`src/rtl/plab3_mem_blocking_cache_ctrl.sv`:
```
// Control FSM for a 16-line direct-mapped, write-back, write-allocate blocking cache.
// Owns the per-line valid/dirty bits and every datapath enable; one request in flight at a time.
module plab3_mem_blocking_cache_ctrl #(
    parameter int p_idx_shamt    = 0,
    parameter int p_opaque_nbits = 8
) (
    input  logic        clk,
    input  logic        reset,

    // Handshakes: a transfer happens on a rising edge where val and rdy are both 1;
    // the sender holds val and its message stable until that edge.
    input  logic        cachereq_val,
    output logic        cachereq_rdy,
    output logic        cacheresp_val,
    input  logic        cacheresp_rdy,
    output logic        memreq_val,
    input  logic        memreq_rdy,
    input  logic        memresp_val,
    output logic        memresp_rdy,

    input  logic [2:0]  cachereq_type,
    input  logic [31:0] cachereq_addr,
    input  logic        tag_match,

    output logic [1:0]  amo_sel,
    output logic        cachereq_en,
    output logic        memresp_en,
    output logic        is_refill,
    output logic        tag_array_wen,
    output logic        tag_array_ren,
    output logic        data_array_wen,
    output logic        data_array_ren,
    output logic [15:0] data_array_wben,
    output logic        read_data_reg_en,
    output logic        read_tag_reg_en,
    output logic [1:0]  read_byte_sel,
    output logic [2:0]  memreq_type,
    output logic [2:0]  cacheresp_type,
    output logic [3:0]  dbg_state
);

    localparam int nblocks = 16;

    typedef enum logic [3:0] {
        IDLE = 4'd0,
        TC   = 4'd1,
        IN   = 4'd2,
        RD   = 4'd3,
        WD   = 4'd4,
        AR   = 4'd5,
        AW   = 4'd6,
        EP   = 4'd7,
        ER   = 4'd8,
        EW   = 4'd9,
        RR   = 4'd10,
        RW   = 4'd11,
        RU   = 4'd12,
        WT   = 4'd13
    } state_t;

    state_t             state;
    state_t             state_next;
    state_t             hit_dispatch;
    logic [nblocks-1:0] valid;
    logic [nblocks-1:0] dirty;
    logic [3:0]         idx;
    logic               hit;
    logic [15:0]        word_wben;
    logic [2:0]         amo_code;
    logic               unused_bits;

    assign idx         = cachereq_addr[4+p_idx_shamt +: 4];
    assign hit         = tag_match & valid[idx];
    assign word_wben   = 16'h000F << {cachereq_addr[3:2], 2'b00};
    assign amo_code    = cachereq_type - 3'd2;
    assign dbg_state   = state;
    assign unused_bits = ^{cachereq_addr, p_opaque_nbits[0]};

    // Where a request goes once its line is known to be present (hit or just refilled).
    always_comb begin
        case (cachereq_type)
            3'd0:             hit_dispatch = RD;
            3'd1:             hit_dispatch = WD;
            3'd3, 3'd4, 3'd5: hit_dispatch = AR;
            default:          hit_dispatch = RD;
        endcase
    end

    always_ff @(posedge clk or negedge reset) begin
        if (!reset) begin
            state <= IDLE;
        end else begin
            state <= state_next;
        end
    end

    always_ff @(posedge clk or negedge reset) begin
        if (!reset) begin
            valid <= '0;
            dirty <= '0;
        end else begin
            case (state)
                IN, RU: begin
                    valid[idx] <= 1'b1;
                    dirty[idx] <= 1'b0;
                end
                WD, AW:  dirty[idx] <= 1'b1;
                default: ;
            endcase
        end
    end

    always_comb begin
        state_next = state;
        case (state)
            IDLE: if (cachereq_val) state_next = TC;
            TC: begin
                if (cachereq_type == 3'd2)        state_next = IN;
                else if (hit)                     state_next = hit_dispatch;
                else if (valid[idx] && dirty[idx]) state_next = EP;
                else                              state_next = RR;
            end
            IN, RD, WD, AW: state_next = WT;
            AR:             state_next = AW;
            EP:             state_next = ER;
            ER:   if (memreq_rdy)    state_next = EW;
            EW:   if (memresp_val)   state_next = RR;
            RR:   if (memreq_rdy)    state_next = RW;
            RW:   if (memresp_val)   state_next = RU;
            RU:                      state_next = hit_dispatch;
            WT:   if (cacheresp_rdy) state_next = IDLE;
            default:                 state_next = IDLE;
        endcase
    end

    // Moore decode; reset forces every output low, including the IDLE ready.
    always_comb begin
        cachereq_rdy     = 1'b0;
        cacheresp_val    = 1'b0;
        memreq_val       = 1'b0;
        memresp_rdy      = 1'b0;
        amo_sel          = 2'd0;
        cachereq_en      = 1'b0;
        memresp_en       = 1'b0;
        is_refill        = 1'b0;
        tag_array_wen    = 1'b0;
        tag_array_ren    = 1'b0;
        data_array_wen   = 1'b0;
        data_array_ren   = 1'b0;
        data_array_wben  = 16'h0000;
        read_data_reg_en = 1'b0;
        read_tag_reg_en  = 1'b0;
        read_byte_sel    = 2'd0;
        memreq_type      = 3'd0;
        cacheresp_type   = 3'd0;
        if (reset) begin
            read_byte_sel  = cachereq_addr[3:2];
            cacheresp_type = cachereq_type;
            case (state)
                IDLE: begin
                    cachereq_rdy = 1'b1;
                    cachereq_en  = cachereq_val;
                end
                TC: tag_array_ren = 1'b1;
                IN: begin
                    tag_array_wen   = 1'b1;
                    data_array_wen  = 1'b1;
                    data_array_wben = word_wben;
                end
                RD, AR: begin
                    data_array_ren   = 1'b1;
                    read_data_reg_en = 1'b1;
                end
                WD: begin
                    data_array_wen  = 1'b1;
                    data_array_wben = word_wben;
                end
                // read_data_reg keeps the pre-AMO word, which is what the response returns.
                AW: begin
                    data_array_wen  = 1'b1;
                    data_array_wben = word_wben;
                    amo_sel         = amo_code[1:0];
                end
                EP: begin
                    tag_array_ren    = 1'b1;
                    data_array_ren   = 1'b1;
                    read_tag_reg_en  = 1'b1;
                    read_data_reg_en = 1'b1;
                end
                ER: begin
                    memreq_val  = 1'b1;
                    memreq_type = 3'd1;
                end
                EW: memresp_rdy = 1'b1;
                RR: memreq_val = 1'b1;
                RW: begin
                    memresp_rdy = 1'b1;
                    memresp_en  = memresp_val;
                end
                RU: begin
                    is_refill       = 1'b1;
                    tag_array_wen   = 1'b1;
                    data_array_wen  = 1'b1;
                    data_array_wben = 16'hFFFF;
                end
                WT: cacheresp_val = 1'b1;
                default: ;
            endcase
        end
    end

endmodule

```
`config.mk`:
```
export PLATFORM = sky130hd
export DESIGN_NAME = plab3_mem_blocking_cache_ctrl
export DESIGN_NICKNAME = d
export VERILOG_FILES = /design/src/rtl/plab3_mem_blocking_cache_ctrl.sv
export SDC_FILE = /design/constraint.sdc
export NUM_CORES = 1
export LEC_CHECK = 0
export CORE_MARGIN = 2
export CORE_UTILIZATION = 48
export CTS_CLUSTER_SIZE = 28
export DETAILED_ROUTE_END_ITERATION = 12
export GPL_TIMING_DRIVEN = 0
export MAX_ROUTING_LAYER = met4
export PLACE_DENSITY = 0.95
export SLEW_MARGIN = 20
export SYNTH_ARGS = -nofsm -noshare
export SYNTH_HDL_FRONTEND = slang
export SYNTH_SLANG_ARGS = --single-unit
```
`constraint.sdc`:
```
create_clock -name clk -period 5 [get_ports clk]
set_input_delay 1.5 -clock clk [delete_from_list [all_inputs] [get_ports clk]]
set_output_delay 1.5 -clock clk [all_outputs]
set_load 0.02 [all_outputs]
```
=== After elaboration in Yosys (flattened, before gate mapping) ===
Cells that the tools add are included.

* Bitwise gates (word level): 5
* Add/subtract/negate cells: 1
* Order comparisons: 2
* Multiplexer cells: 50
* Reduce and logical (&&, ||, !) cells: 15
* Eq/ne operators: 24
* Shift operators: 1

{| class="wikitable"
|+ Operators by type and width
! cell !! count
|-
| case mux 16 bit (2 select lines) || 2
|-
| case mux 4 bit (11 select lines) || 1
|-
| 2-to-1 mux 4 bit || 9
|-
| bitwise OR 16 bit || 2
|-
| 2-to-1 mux 1 bit || 29
|-
| equality test 4 bit (second input constant) || 6
|-
| bitwise AND 16 bit || 1
|-
| equality test 4 x 3 -> 1 bit (second input constant) || 4
|-
| 2-to-1 mux 16 bit || 1
|-
| NOT 16 bit || 1
|-
| << shifter 4 x 4 -> 16 bit (first input constant) || 1
|-
| != test 2 bit (second input constant) || 6
|-
| OR reduction 2 bit || 5
|-
| OR reduction 3 bit || 3
|-
| binary-select mux 1 bit (select 4 bit) || 2
|-
| equality test 4 x 2 -> 1 bit (second input constant) || 2
|-
| OR reduction 4 bit || 2
|-
| equality test 3 x 2 -> 1 bit (second input constant) || 2
|-
| equality test 3 bit (second input constant) || 2
|-
| 2-to-1 mux 2 bit || 3
|-
| case mux 3 bit (2 select lines) || 1
|-
| AND reduction 6 bit || 1
|-
| < comparator 4 x 5 -> 1 bit (second input constant) || 1
|-
| demux 1 bit (select 4 bit) || 1
|-
| 9 further kinds || 10
|}

* Input bits: 42
* Word-level logic and storage cells: 101
* Flip-flop bits (word level): 36
* Output and inout port bits: 43

=== Longest topological paths before layout ===
* Depth after elaboration: 7
* Mapped depth: 7
* Gate-level depth less buffers: 5

=== Least setup slack after synthesis ===
Ideal clock, no wire load.

* Path kind: in2out
* From: input reset
* To: output cachereq_en
* Cell stages on the path: 3
* Arrival time: 2.432 ns
* Buffers on the path: 0
* Setup slack: 1.068 ns
* Data required time: 3.500 ns
* Cells stage by stage: nand3_1 -> nor3_1 -> and2_1

* Cells in the longest elaborated chain, start to end: 1

{| class="wikitable"
|+ Ends and longest elaborated chain
! item !! RTL line !! RTL
|-
| start, declared || 8 || <nowiki>input logic reset,</nowiki>
|-
| 2-to-1 mux 1 bit || 156 || <nowiki>if (reset) begin</nowiki>
|-
| end, declared || 26 || <nowiki>output logic cachereq_en,</nowiki>
|}

Every way passes these cells.

=== Worst setup path in the final report ===
* From: input cachereq_addr[3]
* To: output data_array_wben[5]

* Cells in the longest elaborated chain, start to end: 3

{| class="wikitable"
|+ Ends and longest elaborated chain
! item !! RTL line !! RTL
|-
| start, declared || 22 || <nowiki>input logic [31:0] cachereq_addr,</nowiki>
|-
| << shifter 4 x 4 -> 16 bit || 74 || <nowiki>assign word_wben = 16'h000F << {cachereq_addr[3:2], 2'b00};</nowiki>
|-
| case mux 16 bit (2 select lines) || 159 || <nowiki>case (state)</nowiki>
|-
| 2-to-1 mux 16 bit || 156 ||
|-
| end, declared || 33 || <nowiki>output logic [15:0] data_array_wben,</nowiki>
|}

Every way passes these cells.

==> key figures <==
Global routing
  • Initial antenna violation count: 0
  • Largest net degree at the start of global routing: 24
  • Vias in the first global route: 1974
  • Total grt overflow: 0
  • First-pass GRT wire length: 9270 µm
  • GRT Overall Usage: 23.8%

CTS
  • Clock Latency Late Sink: around 0.28 ns
  • CTS H-Tree Depth: 2
  • Post CTS Setup Buffer Count: 0
  • Clock root buffer: clkbuf_8
  • Hold-fix buffers, CTS: 0
  • CTS tree: done
  • CTS buffer count: 5
  • Worst-case clock buffer depth: 2
  • CTS sink count: 36
  • Worst-path clk slew: around 0.060 ns

Power
  • Final Power: between 1 and 1.5 mW
  • Cell Pwr Density: 454 nW/µm²
  • Worst vdd ir: around 0.32 mV
  • Cell leakage power: ~1.3 nW

Setup path
  • FF-to-FF setup slack: around 3.0 ns
  • CP Max Fanout: 4
  • Slowest stage delay, CP: about 0.60 ns
  • WP depth: 6
  • Startpoint Class: input pin
  • WP data required: around 3.5 ns
  • Buf/Inv on CP: 4
  • Reg2reg start: dbg_state[3]$_DFFE_PN0P_
  • CP arrival: between 3 and 4 ns
  • Cell mode on critical path: clkdlybuf4s50_1
  • Reg2Reg Depth: 6
  • Crit end category: output port
  • Crit path kind: input pin to output port
  • Crit path max-delay cell type: clkdlybuf4s50_1
  • Critical path, cell by cell: clkdlybuf4s50_1 -> inv_1 -> a21oi_1 -> nor2_1 -> buf_4 -> clkdlybuf4s50_1
  • Crit path launch: cachereq_addr[3]
  • Crit path capture: data_array_wben[5]
  • CP top delay family: buffers and inverters

Die
  • Die Wd: 72.5 µm
  • Core Rows: 24
  • Die Area: between 5000 and 6000 µm²
  • Num ports: 85
  • Initial Util: a little over 50%
  • Core ar.: 4440 µm²
  • Die height: about 73 µm

Routing
  • Iteration-0 DRC count of the detailed router: 159
  • Residual DRC count: 0
  • Vias/cell: around 5.7
  • DRT Wirelength: 5720 µm
  • Via count: about 2100
  • WL per Instance: 15.7 µm
  • First drt pass iteration count: 4
  • Antenna Nets Post-Route: 0

Synthesis
  • Count leader, synth: dfrtp_1
  • Yosys warns: 0
  • Largest area contributor in the netlist: dfrtp_1
  • EDFF count, synth: 0
  • Top cell type's share of synthesized area: between 40% and 50%
  • Asr flop ratio synth: 100%
  • List of most frequent post-synthesis cells: dfrtp_1 (36), o21ai_0 (33), nor2_1 (28)
  • Synth area leaders: dfrtp_1 (40%), o21ai_0 (7.3%), o21bai_1 (5.7%)
  • Synthesis-stage register bit count: 36
  • Mean Syn Cell Area: 9.04 µm²
  • Mapped cell area: between 2000 and 2500 µm²
  • Gate Count Post-Synth: 249
  • Unique cell type count in the Yosys netlist: between 40 and 50
  • Top FF cell, synth: dfrtp_1
  • Seq/Total Area, Yosys: 40.0%

Placement
  • Port Buffers: 54
  • Placed cell count: approximately 360
  • HPWL Detailed: about 4400 µm
  • Final GP Congestion: 0.965

Job
  • Max Cap Viol: 0

Layout
  • Layout cells sized above 1: roughly an eighth
  • Number of diodes: 0
  • FILL cells: 339
  • Layout area overhead: 32.2%
  • Final cell count without fillers: 365
  • Fin nets: approximately 350
  • Footprint of the multi-input gates: ~1100 µm²
  • Area occupied by registers: roughly 900 µm²

Timing
  • Max-slew violations: 0
  • Finish-stage setup viols: 0
  • Max Clk Rate: approximately 210 MHz
  • RSZ-0062 raised after global routing: no
  • Endpoints failing hold: 0
  • Fin crit share: around 94%
  • Worst Skew: ~0.0047 ns
  • Post-route minimum period: 4.68 ns

Hold path
  • Classification of the worst-slack hold path: register to register

Status
  • Outcome: completed
## worst register-to-register path: stages (launching register included)
cell     delay, ns
dfrtp_1       0.40
buf_6         0.14
or3b_1        0.39
a21oi_2       0.34
nand2_2       0.22
o21ai_0       0.25
o21ai_0       0.11
## metrics by stage
step	hold WS, ns	worst slack [ns]	instance area, µm²	utilization, %	setup TNS [ns]
2_1_floorplan	0.434	1.07	2260	-	0
3_3_place_gp	0.450	-1.36	2860	64.4	-39.86
3_5_place_dp	0.460	0.179	2880	64.9	0
4_1_cts	0.475	0.174	2970	66.9	0
5_1_grt	0.487	0.177	2980	67.0	0
6_report	0.472	0.322	2980	67.0	0
## final cells by class
cell class | count | area share (%)
Multi-Input combinational cell | 175 | 37.4
Timing Repair Buffer | 55 | 19.0
Inverter | 9 | 1.13
Sequential cell | 36 | 30.3
Buffer | 30 | 7.02
Clock buffer | 8 | 3.03
Tap cell | 52 | 2.19
## cells in the final DEF (no fill, tap or decap), types with 10 or more instances in the layout
cell type / Yosys / routed
clkdlybuf4s50_1: 0 / 53
dfrtp_1: 36 / 36
o21ai_0: 33 / 33
nor2_1: 28 / 28
o21bai_1: 17 / 17
nand2_1: 15 / 15
buf_4: 15 / 15
clkbuf_1: 10 / 12
nand3_1: 10 / 10
## where the power goes
group          switching [mW]  internal (mW)  total [mW]  leakage, nW
sequential             0.0587          0.386       0.445        0.468
clock                  0.0949          0.112       0.207       0.0455
combinational           0.375          0.326       0.700        0.757
total                   0.528          0.824        1.35         1.27
## layer usage
layer,global-route usage [%],wire (µm)
met1,26.3,2160
met2,40.1,2820
met3,5.42,554
met4,12.3,176
met5,-,0
## cell families (layout without fill, tap and decap cells)
logic type	count (synthesis)	in the layout	synth area share, %
muxes	14	14	10.1
other	1	2	0.167
buffers and inverters	39	102	10.8
DFF	36	36	40.0
AOI/OAI and AO/OA	76	76	20.7
and+or+nand+nor	83	83	18.3
## repair_timing
item,CTS,global route
hold endpoints to repair,0,0
setup endpoints to repair,0,2
gates resized for setup,0,1
## worst min-delay path by stage
stage	from	endpoint	slack [ns]	cells past startpoint
floorplan	valid[1]$_DFFE_PN0P_	valid[1]$_DFFE_PN0P_	0.43	1
detailed placement	valid[2]$_DFFE_PN0P_	valid[2]$_DFFE_PN0P_	0.46	1
finish	valid[8]$_DFFE_PN0P_	valid[8]$_DFFE_PN0P_	0.47	1
CTS	valid[8]$_DFFE_PN0P_	valid[8]$_DFFE_PN0P_	0.48	1
global placement	valid[9]$_DFFE_PN0P_	valid[9]$_DFFE_PN0P_	0.45	1
global route	valid[4]$_DFFE_PN0P_	valid[4]$_DFFE_PN0P_	0.49	1
Note: power is estimated with default switching activity, not from simulation.
